[src/rtl/ip_hdr_sched.sv]
// ip_hdr_sched: shares one IPv4 header checksum unit between two header requesters.
// Arbitrates req0 (UDP TX) against req1 (ICMP reply). Registers the winner's header fields onto
// the check_sum inputs and latches the resulting checksum. Streams the 20-byte IPv4 header to
// the MAC TX framer under a valid/ready handshake. Also owns the IP identification counter.
//
// Ports:
//   i_clk, i_rst                  clock, synchronous active-high reset
//   i_reqN_valid/proto/src_ip/    requester N header request (N = 0, 1); fields held until
//   dst_ip/len, o_reqN_grant      the one-cycle combinational grant
//   o_ck_*                        registered inputs to the external check_sum unit
//   i_ck_sum                      combinational checksum result from check_sum
//   o_hdr_data/valid/last/src,    header byte stream to the MAC framer
//   i_hdr_ready
//   o_len_err                     one-cycle pulse: an oversize request was dropped
//   o_busy                        high whenever the scheduler is not idle
module ip_hdr_sched #(
  parameter logic [7:0]  TTL     = 8'h40,
  parameter logic [15:0] ID_INIT = 16'h0000,
  parameter bit          RR_EN   = 1'b1
) (
  input  logic        i_clk,
  input  logic        i_rst,
  input  logic        i_req0_valid,
  input  logic [7:0]  i_req0_proto,
  input  logic [31:0] i_req0_src_ip,
  input  logic [31:0] i_req0_dst_ip,
  input  logic [15:0] i_req0_len,
  output logic        o_req0_grant,
  input  logic        i_req1_valid,
  input  logic [7:0]  i_req1_proto,
  input  logic [31:0] i_req1_src_ip,
  input  logic [31:0] i_req1_dst_ip,
  input  logic [15:0] i_req1_len,
  output logic        o_req1_grant,
  output logic [15:0] o_ck_tot_len,
  output logic [15:0] o_ck_id,
  output logic [7:0]  o_ck_ttl,
  output logic [7:0]  o_ck_protocol,
  output logic [31:0] o_ck_src_ip,
  output logic [31:0] o_ck_dst_ip,
  input  logic [15:0] i_ck_sum,
  output logic [7:0]  o_hdr_data,
  output logic        o_hdr_valid,
  input  logic        i_hdr_ready,
  output logic        o_hdr_last,
  output logic        o_hdr_src,
  output logic        o_len_err,
  output logic        o_busy
);

  typedef enum logic [1:0] {StIdle, StCsum, StSend} state_e;

  localparam logic [4:0]  LastIdx = 5'd19;
  // Largest payload whose total length (payload + 20-byte header) still fits in 16 bits.
  localparam logic [15:0] MaxLen  = 16'hFFEB;

  state_e      r_state;
  state_e      w_state_nxt;
  logic [15:0] r_id;
  logic        r_last_sel;   // requester served most recently (round-robin pointer)
  logic        r_src;
  logic        r_len_err;
  logic [15:0] r_csum;
  logic [4:0]  r_idx;
  logic [15:0] r_ck_tot_len;
  logic [15:0] r_ck_id;
  logic [7:0]  r_ck_ttl;
  logic [7:0]  r_ck_protocol;
  logic [31:0] r_ck_src_ip;
  logic [31:0] r_ck_dst_ip;

  logic        w_any;
  logic        w_sel;
  logic        w_accept;
  logic        w_oversize;
  logic        w_xfer;
  logic [7:0]  w_proto;
  logic [31:0] w_src_ip;
  logic [31:0] w_dst_ip;
  logic [15:0] w_len;
  logic [7:0]  w_byte;

  // Arbitration and field selection
  always_comb begin
    w_any = i_req0_valid | i_req1_valid;
    // With both valid, round-robin picks the one not served last; otherwise req0 wins a tie.
    if (RR_EN && i_req0_valid && i_req1_valid) begin
      w_sel = ~r_last_sel;
    end else begin
      w_sel = ~i_req0_valid;
    end
    w_accept   = (r_state == StIdle) && w_any;
    w_proto    = w_sel ? i_req1_proto  : i_req0_proto;
    w_src_ip   = w_sel ? i_req1_src_ip : i_req0_src_ip;
    w_dst_ip   = w_sel ? i_req1_dst_ip : i_req0_dst_ip;
    w_len      = w_sel ? i_req1_len    : i_req0_len;
    w_oversize = w_len > MaxLen;
    w_xfer     = (r_state == StSend) && i_hdr_ready;
  end

  // Next-state logic
  always_comb begin
    w_state_nxt = r_state;
    unique case (r_state)
      StIdle: begin
        if (w_accept && !w_oversize) begin
          w_state_nxt = StCsum;
        end
      end
      StCsum: w_state_nxt = StSend;
      StSend: begin
        if (w_xfer && (r_idx == LastIdx)) begin
          w_state_nxt = StIdle;
        end
      end
      default: w_state_nxt = StIdle;
    endcase
  end

  // Header byte selection
  always_comb begin
    w_byte = 8'h00;
    case (r_idx)
      5'd0:    w_byte = 8'h45;
      5'd2:    w_byte = r_ck_tot_len[15:8];
      5'd3:    w_byte = r_ck_tot_len[7:0];
      5'd4:    w_byte = r_ck_id[15:8];
      5'd5:    w_byte = r_ck_id[7:0];
      5'd8:    w_byte = r_ck_ttl;
      5'd9:    w_byte = r_ck_protocol;
      5'd10:   w_byte = r_csum[15:8];
      5'd11:   w_byte = r_csum[7:0];
      5'd12:   w_byte = r_ck_src_ip[31:24];
      5'd13:   w_byte = r_ck_src_ip[23:16];
      5'd14:   w_byte = r_ck_src_ip[15:8];
      5'd15:   w_byte = r_ck_src_ip[7:0];
      5'd16:   w_byte = r_ck_dst_ip[31:24];
      5'd17:   w_byte = r_ck_dst_ip[23:16];
      5'd18:   w_byte = r_ck_dst_ip[15:8];
      5'd19:   w_byte = r_ck_dst_ip[7:0];
      default: w_byte = 8'h00;  // bytes 1, 6, 7: tos and flags/offset are zero
    endcase
  end

  always_ff @(posedge i_clk) begin
    if (i_rst) begin
      r_state       <= StIdle;
      r_id          <= ID_INIT;
      r_last_sel    <= 1'b1;
      r_src         <= 1'b0;
      r_len_err     <= 1'b0;
      r_csum        <= 16'h0000;
      r_idx         <= 5'd0;
      r_ck_tot_len  <= 16'h0000;
      r_ck_id       <= 16'h0000;
      r_ck_ttl      <= 8'h00;
      r_ck_protocol <= 8'h00;
      r_ck_src_ip   <= 32'h0;
      r_ck_dst_ip   <= 32'h0;
    end else begin
      r_state   <= w_state_nxt;
      r_len_err <= w_accept && w_oversize;
      if (w_accept) begin
        // Oversize requests still load these; the total length simply wraps and is never sent.
        r_ck_tot_len  <= w_len + 16'd20;
        r_ck_id       <= r_id;
        r_ck_ttl      <= TTL;
        r_ck_protocol <= w_proto;
        r_ck_src_ip   <= w_src_ip;
        r_ck_dst_ip   <= w_dst_ip;
        r_src         <= w_sel;
        r_last_sel    <= w_sel;
      end
      if (r_state == StCsum) begin
        r_csum <= i_ck_sum;
        r_idx  <= 5'd0;
      end
      if (w_xfer) begin
        if (r_idx == LastIdx) begin
          r_id <= r_id + 16'd1;
        end else begin
          r_idx <= r_idx + 5'd1;
        end
      end
    end
  end

  assign o_req0_grant  = w_accept && !w_sel;
  assign o_req1_grant  = w_accept && w_sel;
  assign o_ck_tot_len  = r_ck_tot_len;
  assign o_ck_id       = r_ck_id;
  assign o_ck_ttl      = r_ck_ttl;
  assign o_ck_protocol = r_ck_protocol;
  assign o_ck_src_ip   = r_ck_src_ip;
  assign o_ck_dst_ip   = r_ck_dst_ip;
  assign o_hdr_valid   = (r_state == StSend);
  assign o_hdr_data    = (r_state == StSend) ? w_byte : 8'h00;
  assign o_hdr_last    = (r_state == StSend) && (r_idx == LastIdx);
  assign o_hdr_src     = r_src;
  assign o_len_err     = r_len_err;
  assign o_busy        = (r_state != StIdle);

endmodule

[config.mk]
export PLATFORM = sky130hd
export DESIGN_NAME = ip_hdr_sched
export DESIGN_NICKNAME = d
export VERILOG_FILES = /design/src/rtl/ip_hdr_sched.sv
export SDC_FILE = /design/constraint.sdc
export NUM_CORES = 1
export LEC_CHECK = 0
export CORE_MARGIN = 10
export CORE_UTILIZATION = 38
export CTS_BUF_LIST = sky130_fd_sc_hd__clkbuf_16
export DETAILED_ROUTE_END_ITERATION = 10
export GPL_TIMING_DRIVEN = 0
export PLACE_DENSITY = 0.87
export SYNTH_ARGS = -nofsm -noshare
export SYNTH_HDL_FRONTEND = slang
export SYNTH_SLANG_ARGS = --single-unit
[constraint.sdc]
create_clock -name i_clk -period 2.2 [get_ports i_clk]
set_input_delay 0.22 -clock i_clk [delete_from_list [all_inputs] [get_ports i_clk]]
set_output_delay 0.22 -clock i_clk [all_outputs]
set_load 0.01 [all_outputs]
**Yosys cells after proc, flatten, opt, wreduce, memory -nomap -nowiden**

Cells that the tools add are included.

- Bits in registers: 147
- Input bits: 197

- $add $sub $neg: 3
- Mux-type cells: 13
- $lt $le $gt $ge: 1
- Bitwise gates (word level): 3
- Equality and inequality tests: 20
- Reductions and logical operators: 16

Operator list:

| operator | count |
|---|---|
| $pmux W8 S17 | 1 |
| $mux W32 | 2 |
| $eq A5 B4 Y1 const B | 8 |
| $eq A5 B5 Y1 const B | 4 |
| $add A16 B1 Y16 const B | 1 |
| $add A16 B5 Y16 const B | 1 |
| $gt A16 B16 Y1 const B | 1 |
| $mux W16 | 1 |
| $mux W8 | 2 |
| $mux W5 | 3 |
| $eq A5 B2 Y1 const B | 2 |
| $eq A5 B3 Y1 const B | 2 |
| $logic_and A1 B1 Y1 | 9 |
| $pmux W2 S3 | 1 |
| $add A5 B1 Y5 const B | 1 |
| $logic_not A5 Y1 | 1 |
| $mux W2 | 2 |
| $ne A2 B1 Y1 const B | 2 |
| $reduce_and A2 Y1 | 2 |
| $eq A2 B1 Y1 const B | 1 |
| $eq A2 B2 Y1 const B | 1 |
| $logic_not A1 Y1 | 2 |
| $logic_not A2 Y1 | 1 |
| $not A1 Y1 | 2 |
| other kinds (3) | 3 |

**Depth between registers and ports, before layout**

- Depth after elaboration: 8
- Mapped depth: 12

**Least setup slack after synthesis**

OpenSTA, ideal clock, no wires.

- Path type: register -> output
- Start: reg r_idx[3]
- End: out o_hdr_data[7]
- Path slack: -0.272 ns
- Data arrival time: 2.252 ns
- Cell stages (with the launch flop): 11
- Path buffers: 5
- Cell sequence: dfxtp_1 -> clkbuf_1 -> buf_2 -> buf_2 -> buf_2 -> and3_1 -> ha_1 -> buf_1 -> a222oi_1 -> and3_1 -> a31oi_1

- Longest elaborated chain between the ends: 3

Ends and longest elaborated chain:

| element | RTL line | RTL |
|---|---|---|
| from (decl) | 64 | `logic [4:0] r_idx;` |
| from (signal assigned) | 182 | `r_idx <= r_idx + 5'd1;` |
| $eq A5 B5 Y1 (tied with other cells) | 123 | `case (r_idx)` |
| $pmux W8 S17 (*) | 123 |  |
| $mux W8 (*) | 197 | `assign o_hdr_data = (r_state == StSend) ? w_byte : 8'h00;` |
| to (decl) | 42 | `output logic [7:0] o_hdr_data,` |

Mark *: on every way between the ends. The rest lies on a longest branch, timed or not.

**Worst setup path after layout**

- Start: reg r_idx[1]
- End: out o_hdr_data[3]

Same word-level chain as after synthesis.

==> impl_results.md <==
* First-pass GRT wire length at 54200 µm
* Worst Setup End Kind: output pin
* Clock transition time at the flip-flop clock pins of the worst setup and hold paths at 0.07 ns
* Worst hold path class: input port to register
* Data arrival time of the critical path at 2.49 ns
* Die width at 159 µm
* Count of nets after finishing at 1450
* Mean cell area of the mapped netlist at 8.39 µm²
* Result of the run: finished with violations
* Flops & latches, synth at 147
* Synthesized netlist cell count at 871
* Worst hold endpoint: r_csum[2]
* Effective utilization at floorplan at 38.8%
* Worst hold-check slack at 0.336 ns
* Worst-margin pin slew at 0.777 ns
* Final Wtd Congestion at 0.976
* Achievable Freq at 0.370 GHz
* Predominant post-synthesis flop cell: dfxtp_1
* Number of warnings issued by yosys at 0
* Dpl cells at 1453
* Clk_lat worst skew at 0.44 ns
* Sequential share of the synthesized area at 40.3%
* Critical hold path startpoint: i_ck_sum[2]
* DRC at 6
* Maximum number of pins on one net before global-route repair at 17
* Final Instance Area at 12400 µm²
* Clock Tree Buf Depth at 2
* Area share of the largest cell type after synthesis at 40.3%
* CTS root buf: clkbuf_16
* Crit path max fanout at 5
* Overall fraction of global-route tracks in use at 28.4%
* H-tree lvl count at 4
* Post-layout worst setup margin at -0.506 ns
* Initial DRC Count at 1506
* Endpoint of the lowest-slack register-to-register path: o_ck_tot_len[12]
* Worst EP required at 1.98 ns
* Count of port buffers added during placement at 316
* Num CTS Buffers at 17
* Max-slew headroom at the worst pin at 48.2%
* Static leakage at 4.40 nW
* Number of optimization iterations in the first detailed-route pass at 11
* Max-slew violation count at 0
* Ys async rst share at 0%
* Number of vias in the routed layout at 9440
* Aggregate negative setup slack at -3.24 ns
* Number of nets with antenna violations after detailed routing at 0
* Cell type with the largest total area after synthesis: dfxtp_1
* Design Power at 7.91 mW
* Min-Delay Path Depth at 3
* Routed wirelength normalized by instance count at 25.6 µm
* Worst r2r path cells at 9
* Post-detailed-routing wire length at 38900 µm
* Place WS at -1.16 ns
* Setup slack on the worst flop-to-flop path at 0.01 ns
* Clock sinks at 147
* Number of global-route vias before repair at 8970
* Vert. Die Dim at 159 µm
* Io pins at 324
* Number of antenna violations at the first check in global routing at 2
* PwrDens at 640 nW/µm²
* Min cycle time layout at 2.71 ns
* Total setup violations reported at the end of the flow at 8
* Worst-case vdd ir drop at 0.000602 V
* Average vias per placed instance at 6.21
* Biggest area contributors in the synthesized netlist: dfxtp_1, a222oi_1, nor2_1
* # Max-Cap Violations at 0
* Residual overflow from global routing at 0
* Crit path kind: register to output pin
* Setup repair after global routing missed its margin: yes
* Total count of hold-check failures in the final report at 0
* Worst R2R Start: r_last_sel
* Area of the die at 25200 µm²
* DP HPWL at 29300 µm
* Clock tree from TritonCTS: built
* Layout cells sized above 1 at 16.2%
* Final std cells w/o fill at 1520
* Site Rows at 50
* Core Footprint at 18800 µm²
* Standard cell area after detailed placement at 10800 µm²
* Count of cell types in the netlist at 63
* Post-layout util at 65.6%
* Layout overhead on the synthesized area at 69.1%
* Violations in the final reports: design-rule violations, negative setup slack
* Period Utilization, post-route at 123%
* EDFF count, synth at 0
* Area of the mapped netlist at 7310 µm²
* Final setup skew at 0.0103 ns
* Launching element type of the critical path: register
-- worst max-delay path by stage --
stage	start	endpoint	slack, ns	cells after the start
final	r_idx[1]	o_hdr_data[3]	-0.51	11
after global routing	r_idx[1]	o_hdr_data[3]	-0.52	11
after CTS	r_idx[3]	o_hdr_data[7]	-0.36	10
after detailed placement	r_idx[3]	o_hdr_data[2]	-1.16	10
after global placement	r_idx[3]	o_hdr_data[2]	-1.15	10
after floorplan	r_idx[3]	o_hdr_data[7]	0.007	10
-- layout by cell type, fill, tap and decap left out, drive strengths merged, types with 6 or more instances in the layout --
cell	count
a211oi	9
a21oi	57
a221oi	7
a222oi	74
a22o	12
a22oi	15
a31oi	9
and2	7
and3	7
buf	77
clkbuf	65
clkdlybuf4s50	304
conb	7
dfxtp	147
ha	8
inv	18
mux2	8
mux2i	19
nand2	102
nand3	18
nand3b	7
nand4	8
nor2	114
nor2b	9
nor3	15
o211ai	6
o21ai	21
or3	9
xnor2	14
xor2	7
-- kinds of logic (layout without fill, tap and decap cells) --
group / Yosys count / after routing / synth area share (%)
compound gates: 247 / 247 / 26.0
xor+xnor: 21 / 21 / 2.52
fa+ha+maj: 8 / 8 / 1.37
buf+inv: 97 / 478 / 5.62
flops: 147 / 147 / 40.3
mux: 27 / 27 / 3.84
other cells: 1 / 9 / 0.0513
simple gates: 323 / 323 / 20.4
-- registers in the layout, indices dropped and copies added, names as in the netlist --
register and cells:
o_ck_dst_ip 32, o_ck_id 16, o_ck_protocol 8, o_ck_src_ip 32, o_ck_tot_len 16, o_ck_ttl 1
o_hdr_src 1, o_len_err 1, r_csum 16, r_id 16, r_idx 5, r_last_sel 1
r_state 2
-- metal layers --
layer	vias to the layer above	wire (µm)	GRT usage, %
li1	4051	-	-
met1	4467	13200	32.7
met2	764	18500	47.8
met3	158	5240	9.01
met4	0	1990	11.4
met5	-	0	0
-- where the power goes --
part,internal [mW],switching [mW]
registers,2.85,0.238
logic,0.997,0.936
clock network,1.66,1.23
-- cell type report --
| class | count | area, µm² |
|---|---|---|
| diodes | 2 | 5.00 |
| plain buffers | 81 | 577 |
| clock buffers | 17 | 425 |
| clock inverters | 15 | 143 |
| fillers | 1444 | 6470 |
| inverters | 14 | 57.6 |
| multi-input cells | 633 | 4440 |
| flip-flops and latches | 147 | 2970 |
| well taps | 260 | 325 |
| repair buffers | 351 | 3420 |
-- worst max-delay path: stages, from the launching register on --
cell and delay [ns]:
dfxtp_4 0.38, ha_4 0.19, buf_8 0.14, and3_4 0.18, ha_4 0.16, buf_6 0.12, buf_4 0.15, nand2_2 0.05
o21ai_2 0.05, a31oi_2 0.25, a41oi_2 0.17, buf_2 0.18
-- synth_stat cells (4+ instances only) --
| library cell | count |
|---|---|
| a31oi_1 | 9 |
| ha_1 | 8 |
| a32o_1 | 4 |
| inv_1 | 13 |
| and2_1 | 7 |
| nand2b_1 | 5 |
| a221oi_1 | 7 |
| and4_1 | 4 |
| buf_1 | 8 |
| a22oi_1 | 15 |
| o32ai_1 | 4 |
| nor2_1 | 114 |
| buf_2 | 16 |
| nor3_1 | 15 |
| or3_1 | 9 |
| o22ai_1 | 4 |
| dfxtp_1 | 147 |
| o211ai_1 | 6 |
| clkbuf_1 | 52 |
| a21oi_1 | 57 |
| nand3b_1 | 7 |
| mux2i_1 | 19 |
| a211oi_1 | 8 |
| a32oi_1 | 4 |
| xor2_1 | 7 |
| a222oi_1 | 74 |
| and3_1 | 7 |
| nand3_1 | 18 |
| xnor2_1 | 14 |
| nand2_1 | 102 |
| nor2b_1 | 9 |
| o21ai_0 | 20 |
| a22o_1 | 12 |
| buf_4 | 7 |
| a311oi_1 | 4 |
| mux2_2 | 8 |
| nand4_1 | 8 |
-- what timing repair did --
item,CTS,global route
pin swaps,21,24
gates resized for setup,168,67
hold buffers,0,0
setup buffers,20,13
cloned,2,0
endpoints found under the setup margin,115,94
(Power assumes the default switching activity.)
